## config.mk

```make
export PLATFORM = sky130hd
export DESIGN_NAME = rv32imf_idx_scoreboard_flat
export DESIGN_NICKNAME = d
export VERILOG_FILES = /design/src/rtl/rv32imf_idx_scoreboard_if.sv /design/src/rtl/rv32imf_idx_scoreboard.sv /design/src/flat_wrapper.sv
export SDC_FILE = /design/constraint.sdc
export NUM_CORES = 1
export LEC_CHECK = 0
export ABC_CLOCK_PERIOD_IN_PS = 12200
export BUFFER_PORTS_ARGS = -buffer_cell sky130_fd_sc_hd__buf_2
export CAP_MARGIN = 10
export CORE_MARGIN = 2
export CORE_UTILIZATION = 35
export CTS_CLUSTER_DIAMETER = 120
export DETAILED_ROUTE_END_ITERATION = 6
export GPL_TIMING_DRIVEN = 0
export HOLD_SLACK_MARGIN = 0.15
export SETUP_SLACK_MARGIN = 0.15
export SYNTH_ARGS = -nofsm -noshare
export SYNTH_HDL_FRONTEND = slang
export SYNTH_SLANG_ARGS = --single-unit
```

## constraint.sdc

```tcl
create_clock -name clk_i -period 12.2 [get_ports clk_i]
set_input_delay 3.66 -clock clk_i [delete_from_list [all_inputs] [get_ports clk_i]]
set_output_delay 3.66 -clock clk_i [all_outputs]
set_load 0.05 [all_outputs]
```

## src/rtl/rv32imf_idx_scoreboard_if.sv

```systemverilog
// -----------------------------------------------------------------------------
// rv32imf_idx_scoreboard_if
// Groups the set/clear/flush/query request side and the pending-state outputs
// of the index scoreboard.
//   slave  : the scoreboard itself (consumes requests, drives state outputs)
//   master : the requester (issue/writeback/flush logic or a testbench)
// Signals:
//   set_valid_i/set_idx_i/set_ready_o : set handshake (valid/ready)
//   clr_valid_i/clr_idx_i             : clear request, always accepted
//   flush_i                           : clear all state on the next edge
//   query_idx_i/query_busy_o          : single-bit lookup of pending state
//   pending_o/count_o/empty_o/full_o  : registered pending vector and summary
//   err_o                             : sticky protocol-error flag
// -----------------------------------------------------------------------------
interface rv32imf_idx_scoreboard_if #(
    parameter int LEN = 32
);
    localparam int IW = $clog2(LEN);

    logic          set_valid_i;
    logic [IW-1:0] set_idx_i;
    logic          set_ready_o;
    logic          clr_valid_i;
    logic [IW-1:0] clr_idx_i;
    logic          flush_i;
    logic [IW-1:0] query_idx_i;
    logic          query_busy_o;
    logic [LEN-1:0] pending_o;
    logic [IW:0]   count_o;
    logic          empty_o;
    logic          full_o;
    logic          err_o;

    modport slave (
        input  set_valid_i, set_idx_i, clr_valid_i, clr_idx_i, flush_i, query_idx_i,
        output set_ready_o, query_busy_o, pending_o, count_o, empty_o, full_o, err_o
    );

    modport master (
        output set_valid_i, set_idx_i, clr_valid_i, clr_idx_i, flush_i, query_idx_i,
        input  set_ready_o, query_busy_o, pending_o, count_o, empty_o, full_o, err_o
    );
endinterface

```

## src/rtl/rv32imf_idx_scoreboard.sv

```systemverilog
// -----------------------------------------------------------------------------
// rv32imf_idx_scoreboard
// Index-driven pending-bit scoreboard. Issue sets a bit, writeback clears it,
// flush wipes everything. Pending vector, population count, empty/full and a
// sticky error flag are all registered; set_ready_o and query_busy_o are
// combinational from the registers only.
// Ports:
//   clk_i  : clock, rising edge
//   rst_ni : asynchronous active-low reset
//   sb     : rv32imf_idx_scoreboard_if.slave (requests in, state out)
// -----------------------------------------------------------------------------
module rv32imf_idx_scoreboard #(
    parameter int LEN = 32
) (
    input  logic                     clk_i,
    input  logic                     rst_ni,
    rv32imf_idx_scoreboard_if.slave  sb
);
    localparam int          IW    = $clog2(LEN);
    localparam int          PW    = 1 << IW;   // every encodable index
    localparam int          CW    = IW + 1;
    localparam logic [31:0] LEN_U = LEN;

    logic [LEN-1:0] pending_q, pending_d;
    logic [CW-1:0]  count_q, count_d;
    logic           empty_q, full_q, err_q, err_d;

    // Pending vector zero-extended to every encodable index, so out-of-range
    // indices read as "not pending" without any out-of-bounds select.
    logic [PW-1:0]  pend_ext;
    logic [PW-1:0]  pend_nx;
    assign pend_ext = PW'(pending_q);

    logic set_ok, clr_ok, set_ready, set_fire, clr_eff, err_hit;

    assign set_ok    = (32'(sb.set_idx_i) < LEN_U);
    assign clr_ok    = (32'(sb.clr_idx_i) < LEN_U);

    // No bypass: readiness looks at the registered bit only, so a clear in
    // this cycle frees the index for a set only from the next cycle.
    assign set_ready = set_ok & ~pend_ext[sb.set_idx_i] & ~sb.flush_i;
    assign set_fire  = sb.set_valid_i & set_ready;
    assign clr_eff   = sb.clr_valid_i & clr_ok & pend_ext[sb.clr_idx_i];

    // Clear of an empty or out-of-range slot, or set of an out-of-range slot.
    // A set against a busy bit is a stall, not an error.
    assign err_hit   = (sb.clr_valid_i & ~clr_eff) | (sb.set_valid_i & ~set_ok);

    always_comb begin
        pend_nx   = pend_ext;
        pending_d = pending_q;
        count_d   = count_q;
        err_d     = err_q;
        if (sb.flush_i) begin
            pending_d = '0;
            count_d   = '0;
            err_d     = 1'b0;
        end else begin
            // Both sides evaluated against pending_q, then applied together.
            if (clr_eff)  pend_nx[sb.clr_idx_i] = 1'b0;
            if (set_fire) pend_nx[sb.set_idx_i] = 1'b1;
            pending_d = LEN'(pend_nx);
            // Gating on ready/clr_eff keeps this inside 0..LEN.
            count_d   = count_q + CW'(set_fire) - CW'(clr_eff);
            err_d     = err_q | err_hit;
        end
    end

    always_ff @(posedge clk_i or negedge rst_ni) begin
        if (!rst_ni) begin
            pending_q <= '0;
            count_q   <= '0;
            empty_q   <= 1'b1;
            full_q    <= 1'b0;
            err_q     <= 1'b0;
        end else begin
            pending_q <= pending_d;
            count_q   <= count_d;
            empty_q   <= (count_d == '0);
            full_q    <= (count_d == CW'(LEN));
            err_q     <= err_d;
        end
    end

    assign sb.set_ready_o  = set_ready;
    assign sb.query_busy_o = pend_ext[sb.query_idx_i];
    assign sb.pending_o    = pending_q;
    assign sb.count_o      = count_q;
    assign sb.empty_o      = empty_q;
    assign sb.full_o       = full_q;
    assign sb.err_o        = err_q;

endmodule
```

## src/flat_wrapper.sv

```systemverilog
// flat-port wrapper written by rule: the top's interface ports become plain ports
module rv32imf_idx_scoreboard_flat 
#(
    parameter int LEN = 32
)
  (clk_i, rst_ni, sb_set_valid_i, sb_set_idx_i, sb_clr_valid_i, sb_clr_idx_i, sb_flush_i, sb_query_idx_i, sb_set_ready_o, sb_query_busy_o, sb_pending_o, sb_count_o, sb_empty_o, sb_full_o, sb_err_o);
  rv32imf_idx_scoreboard_if #(.LEN(LEN)) sb_i ();
  input  logic clk_i;
  input  logic rst_ni;
  input wire logic [$bits(sb_i.set_valid_i)-1:0] sb_set_valid_i;
  input wire logic [$bits(sb_i.set_idx_i)-1:0] sb_set_idx_i;
  input wire logic [$bits(sb_i.clr_valid_i)-1:0] sb_clr_valid_i;
  input wire logic [$bits(sb_i.clr_idx_i)-1:0] sb_clr_idx_i;
  input wire logic [$bits(sb_i.flush_i)-1:0] sb_flush_i;
  input wire logic [$bits(sb_i.query_idx_i)-1:0] sb_query_idx_i;
  output wire logic [$bits(sb_i.set_ready_o)-1:0] sb_set_ready_o;
  output wire logic [$bits(sb_i.query_busy_o)-1:0] sb_query_busy_o;
  output wire logic [$bits(sb_i.pending_o)-1:0] sb_pending_o;
  output wire logic [$bits(sb_i.count_o)-1:0] sb_count_o;
  output wire logic [$bits(sb_i.empty_o)-1:0] sb_empty_o;
  output wire logic [$bits(sb_i.full_o)-1:0] sb_full_o;
  output wire logic [$bits(sb_i.err_o)-1:0] sb_err_o;
  assign sb_i.set_valid_i = sb_set_valid_i;
  assign sb_i.set_idx_i = sb_set_idx_i;
  assign sb_i.clr_valid_i = sb_clr_valid_i;
  assign sb_i.clr_idx_i = sb_clr_idx_i;
  assign sb_i.flush_i = sb_flush_i;
  assign sb_i.query_idx_i = sb_query_idx_i;
  assign sb_set_ready_o = sb_i.set_ready_o;
  assign sb_query_busy_o = sb_i.query_busy_o;
  assign sb_pending_o = sb_i.pending_o;
  assign sb_count_o = sb_i.count_o;
  assign sb_empty_o = sb_i.empty_o;
  assign sb_full_o = sb_i.full_o;
  assign sb_err_o = sb_i.err_o;
  rv32imf_idx_scoreboard #(.LEN(LEN)) u_core (.clk_i(clk_i), .rst_ni(rst_ni), .sb(sb_i));
endmodule
```

==> flow_metrics.py <==
metrics = {
    "status": {
        "status": "completed",
    },
    "route": {
        "viasPerCell": 6.35,
        "antenna_left": 0,
        "wl_per_cell_um": 21.7,
        "first_pass_iters": 5,
        "via_count": 2876,
        "drc_errors": 0,
        "drt_wl_total_mm": 9.83,
        "drt_iter0_markers": 239,
    },
    "cts": {
        "cts_hold_buf": 0,
        "cts-root-buf": "clkbuf_8",
        "h-tree-depth": 2,
        "clkSinkCount": 41,
        "cts_resized": 0,
        "clock_path_buffers": 2,
        "postCtsSetupRepairBufs": 0,
        "clk_latency_ps": 290,
        "cts_made_buffers": 5,
        "cts_tree": "built",
        "clkTransAtPathRegs_ps": 80,
    },
    "pwr": {
        "power.density_nw_per_um2": 117,
        "total_power_uw": 410,
        "cellLeakagePower_nw": 1.54,
        "ir_worst_vdd_uv": 80.7,
    },
    "placed_design": {
        "gp_congestion": 0.995,
        "dpl.hpwl_mm": 7.23,
        "dp_slack_ps": 2680,
        "dp_cells": 446,
        "portBuffers": 56,
        "dpl_cell_area_um2": 3420,
    },
    "setup_path": {
        "reg2reg_from": "u_core.sb.pending_o[3]",
        "r2r_slack_ps": 8310,
        "cp_max_fo": 8,
        "worstSetupPathType": "input pin to primary output",
        "r2r_end": "u_core.sb.empty_o",
        "arrival_ps": 5830,
        "required_ps": 8540,
        "rr_worst_depth": 15,
        "start_kind": "input pin",
        "end_kind": "primary output",
    },
    "global_route": {
        "gr-total-overflow": 0,
        "grt_use_total": 0.210,
        "antenna_found_initial": 0,
        "grt_max_degree": 42,
        "grt_pass1_vias": 2886,
        "grt_first_pass_wirelength_mm": 15.6,
    },
    "floorplan": {
        "die-width_um": 96.6,
        "ios": 63,
        "die_y_um": 96.6,
        "coreArea_um2": 8260,
        "start_util": 0.364,
        "die-area_um2": 9340,
        "rows": 33,
    },
    "synth": {
        "postSynthAreaPerCell_um2": 10.5,
        "synth_cells": 285,
        "ys_ff_latch": 41,
        "syn-num-nets": 312,
        "yosysUniqueCellTypes": 50,
        "ys_seq_area_frac": 0.342,
        "yosysWarnings": 0,
        "synth_top_area_frac": 0.333,
        "netlist_area_um2": 3000,
        "synth_edf_count": 0,
        "synth_top_area_cell": "dfrtp_1",
        "synth-async-reset-ratio": 1.00,
        "synthFlopType": "dfrtp_1",
        "synthTopCellsByArea": "dfrtp_1, mux4_2, o311ai_0",
    },
    "sta": {
        "slew_headroom": 0.402,
        "fin_ws_ps": 2710,
        "tightest_slew_ps": 897,
        "rsz0062_at_grt": "false",
        "finalSetupTns_ps": 0,
        "fin_skew_ps": 3.82,
        "hold-worst-slack_ps": 501,
        "setup_viol": 0,
        "slew_violations": 0,
        "period_needed_ps": 9490,
        "hold_viol": 0,
        "finalCritPeriodShare": 0.778,
        "clock.fmax_mhz": 105,
    },
    "hold_path": {
        "min_path_cells": 2,
        "min_to": "u_core.sb.err_o",
        "hold_path.class": "flop to flop",
        "hold_start": "u_core.sb.err_o",
    },
    "finish": {
        "final_cell_mix": "buf_2, dfrtp_1, o311ai_0, o31ai_1, mux2i_1",
        "diodes": 0,
        "post-route-util": 0.425,
        "drive_above_1_share": 0.299,
        "synthToLayoutAreaGrowth_pct": 16.7,
        "stdcell_area_um2": 3510,
        "nNetsFinal": 375,
        "stdcell_count": 453,
        "mostFrequentLayoutCell": "buf_2",
    },
    "run": {
        "max-cap-violations": 0,
    },
}
==> area by class of cell <==
class,count,area (um2)
Buffer,21,101
Clock buffer,6,82.6
Clock inverter,1,7.51
Fill cell,822,4750
Inverter,12,45.0
Multi-Input combinational cell,211,1830
Sequential cell,41,1030
Tap cell,105,131
Timing Repair Buffer,56,280
==> power by group <==
group	leakage, nW	switching [mW]	internal, mW
Sequential	0.561	0.00687	0.148
Combinational	0.932	0.109	0.0539
Clock	0.0433	0.0469	0.0447
Total	1.54	0.163	0.246
==> worst max-delay path by stage <==
stage	start	to	slack (ps)	cells after the start
6_report	sb_query_idx_i[0]	sb_query_busy_o	2710	5
5_1_grt	sb_query_idx_i[0]	sb_query_busy_o	2580	5
4_1_cts	sb_query_idx_i[0]	sb_query_busy_o	2680	5
3_5_place_dp	sb_query_idx_i[0]	sb_query_busy_o	2680	5
3_3_place_gp	sb_query_idx_i[0]	sb_query_busy_o	2730	5
2_1_floorplan	sb_query_idx_i[0]	sb_query_busy_o	3060	4
==> synth_stat cells (2+ instances only) <==
master	instances
dfrtp_1	40
o311ai_0	25
o31ai_1	23
mux2i_1	16
nor2_1	15
mux4_2	14
inv_1	12
nand3_1	12
o21ai_0	11
clkbuf_1	10
a21oi_1	7
buf_2	6
ha_1	6
nand2_1	6
nand3b_1	6
nand2b_1	5
o22ai_1	5
or3_1	5
nor2b_1	4
or2_2	4
buf_1	3
mux2_2	3
mux4_1	3
o211ai_1	3
or3b_2	3
xnor2_1	3
a21o_1	2
buf_6	2
nand4_1	2
nor3_1	2
o21a_1	2
o21ba_2	2
o21bai_1	2
o311ai_1	2
or2b_1	2
or3b_1	2
xor2_1	2
==> state kept, by name, summed over array words and instances (netlist names) <==
signal	count
u_core.sb.pending_o	32
u_core.sb.full_o	1
u_core.sb.err_o	1
u_core.sb.empty_o	1
u_core.sb.count_o	6
==> logic make-up (layout without fill, tap and decap cells) <==
kind of cell,Yosys count,in the layout,share of synthesized area
compound gates,89,89,0.224
simple gates,74,74,0.144
flops,41,41,0.342
mux,36,36,0.196
buf+inv,33,96,0.0487
fa+ha+maj,7,7,0.0317
xor+xnor,5,5,0.0146
==> routing by layer <==
layer  share of wire  track usage  vias up
li1                -            -     1264
met1            0.43        0.295     1421
met2            0.47        0.323      164
met3           0.073       0.0275       27
met4           0.032       0.0932        0
met5               0            0        -
==> critical path, stage by stage <==
cell	delay, ps
clkbuf_1	540
mux4_2	600
mux4_2	530
mux2_2	280
buf_2	210
No activity file was read; power rests on OpenSTA's default activity.
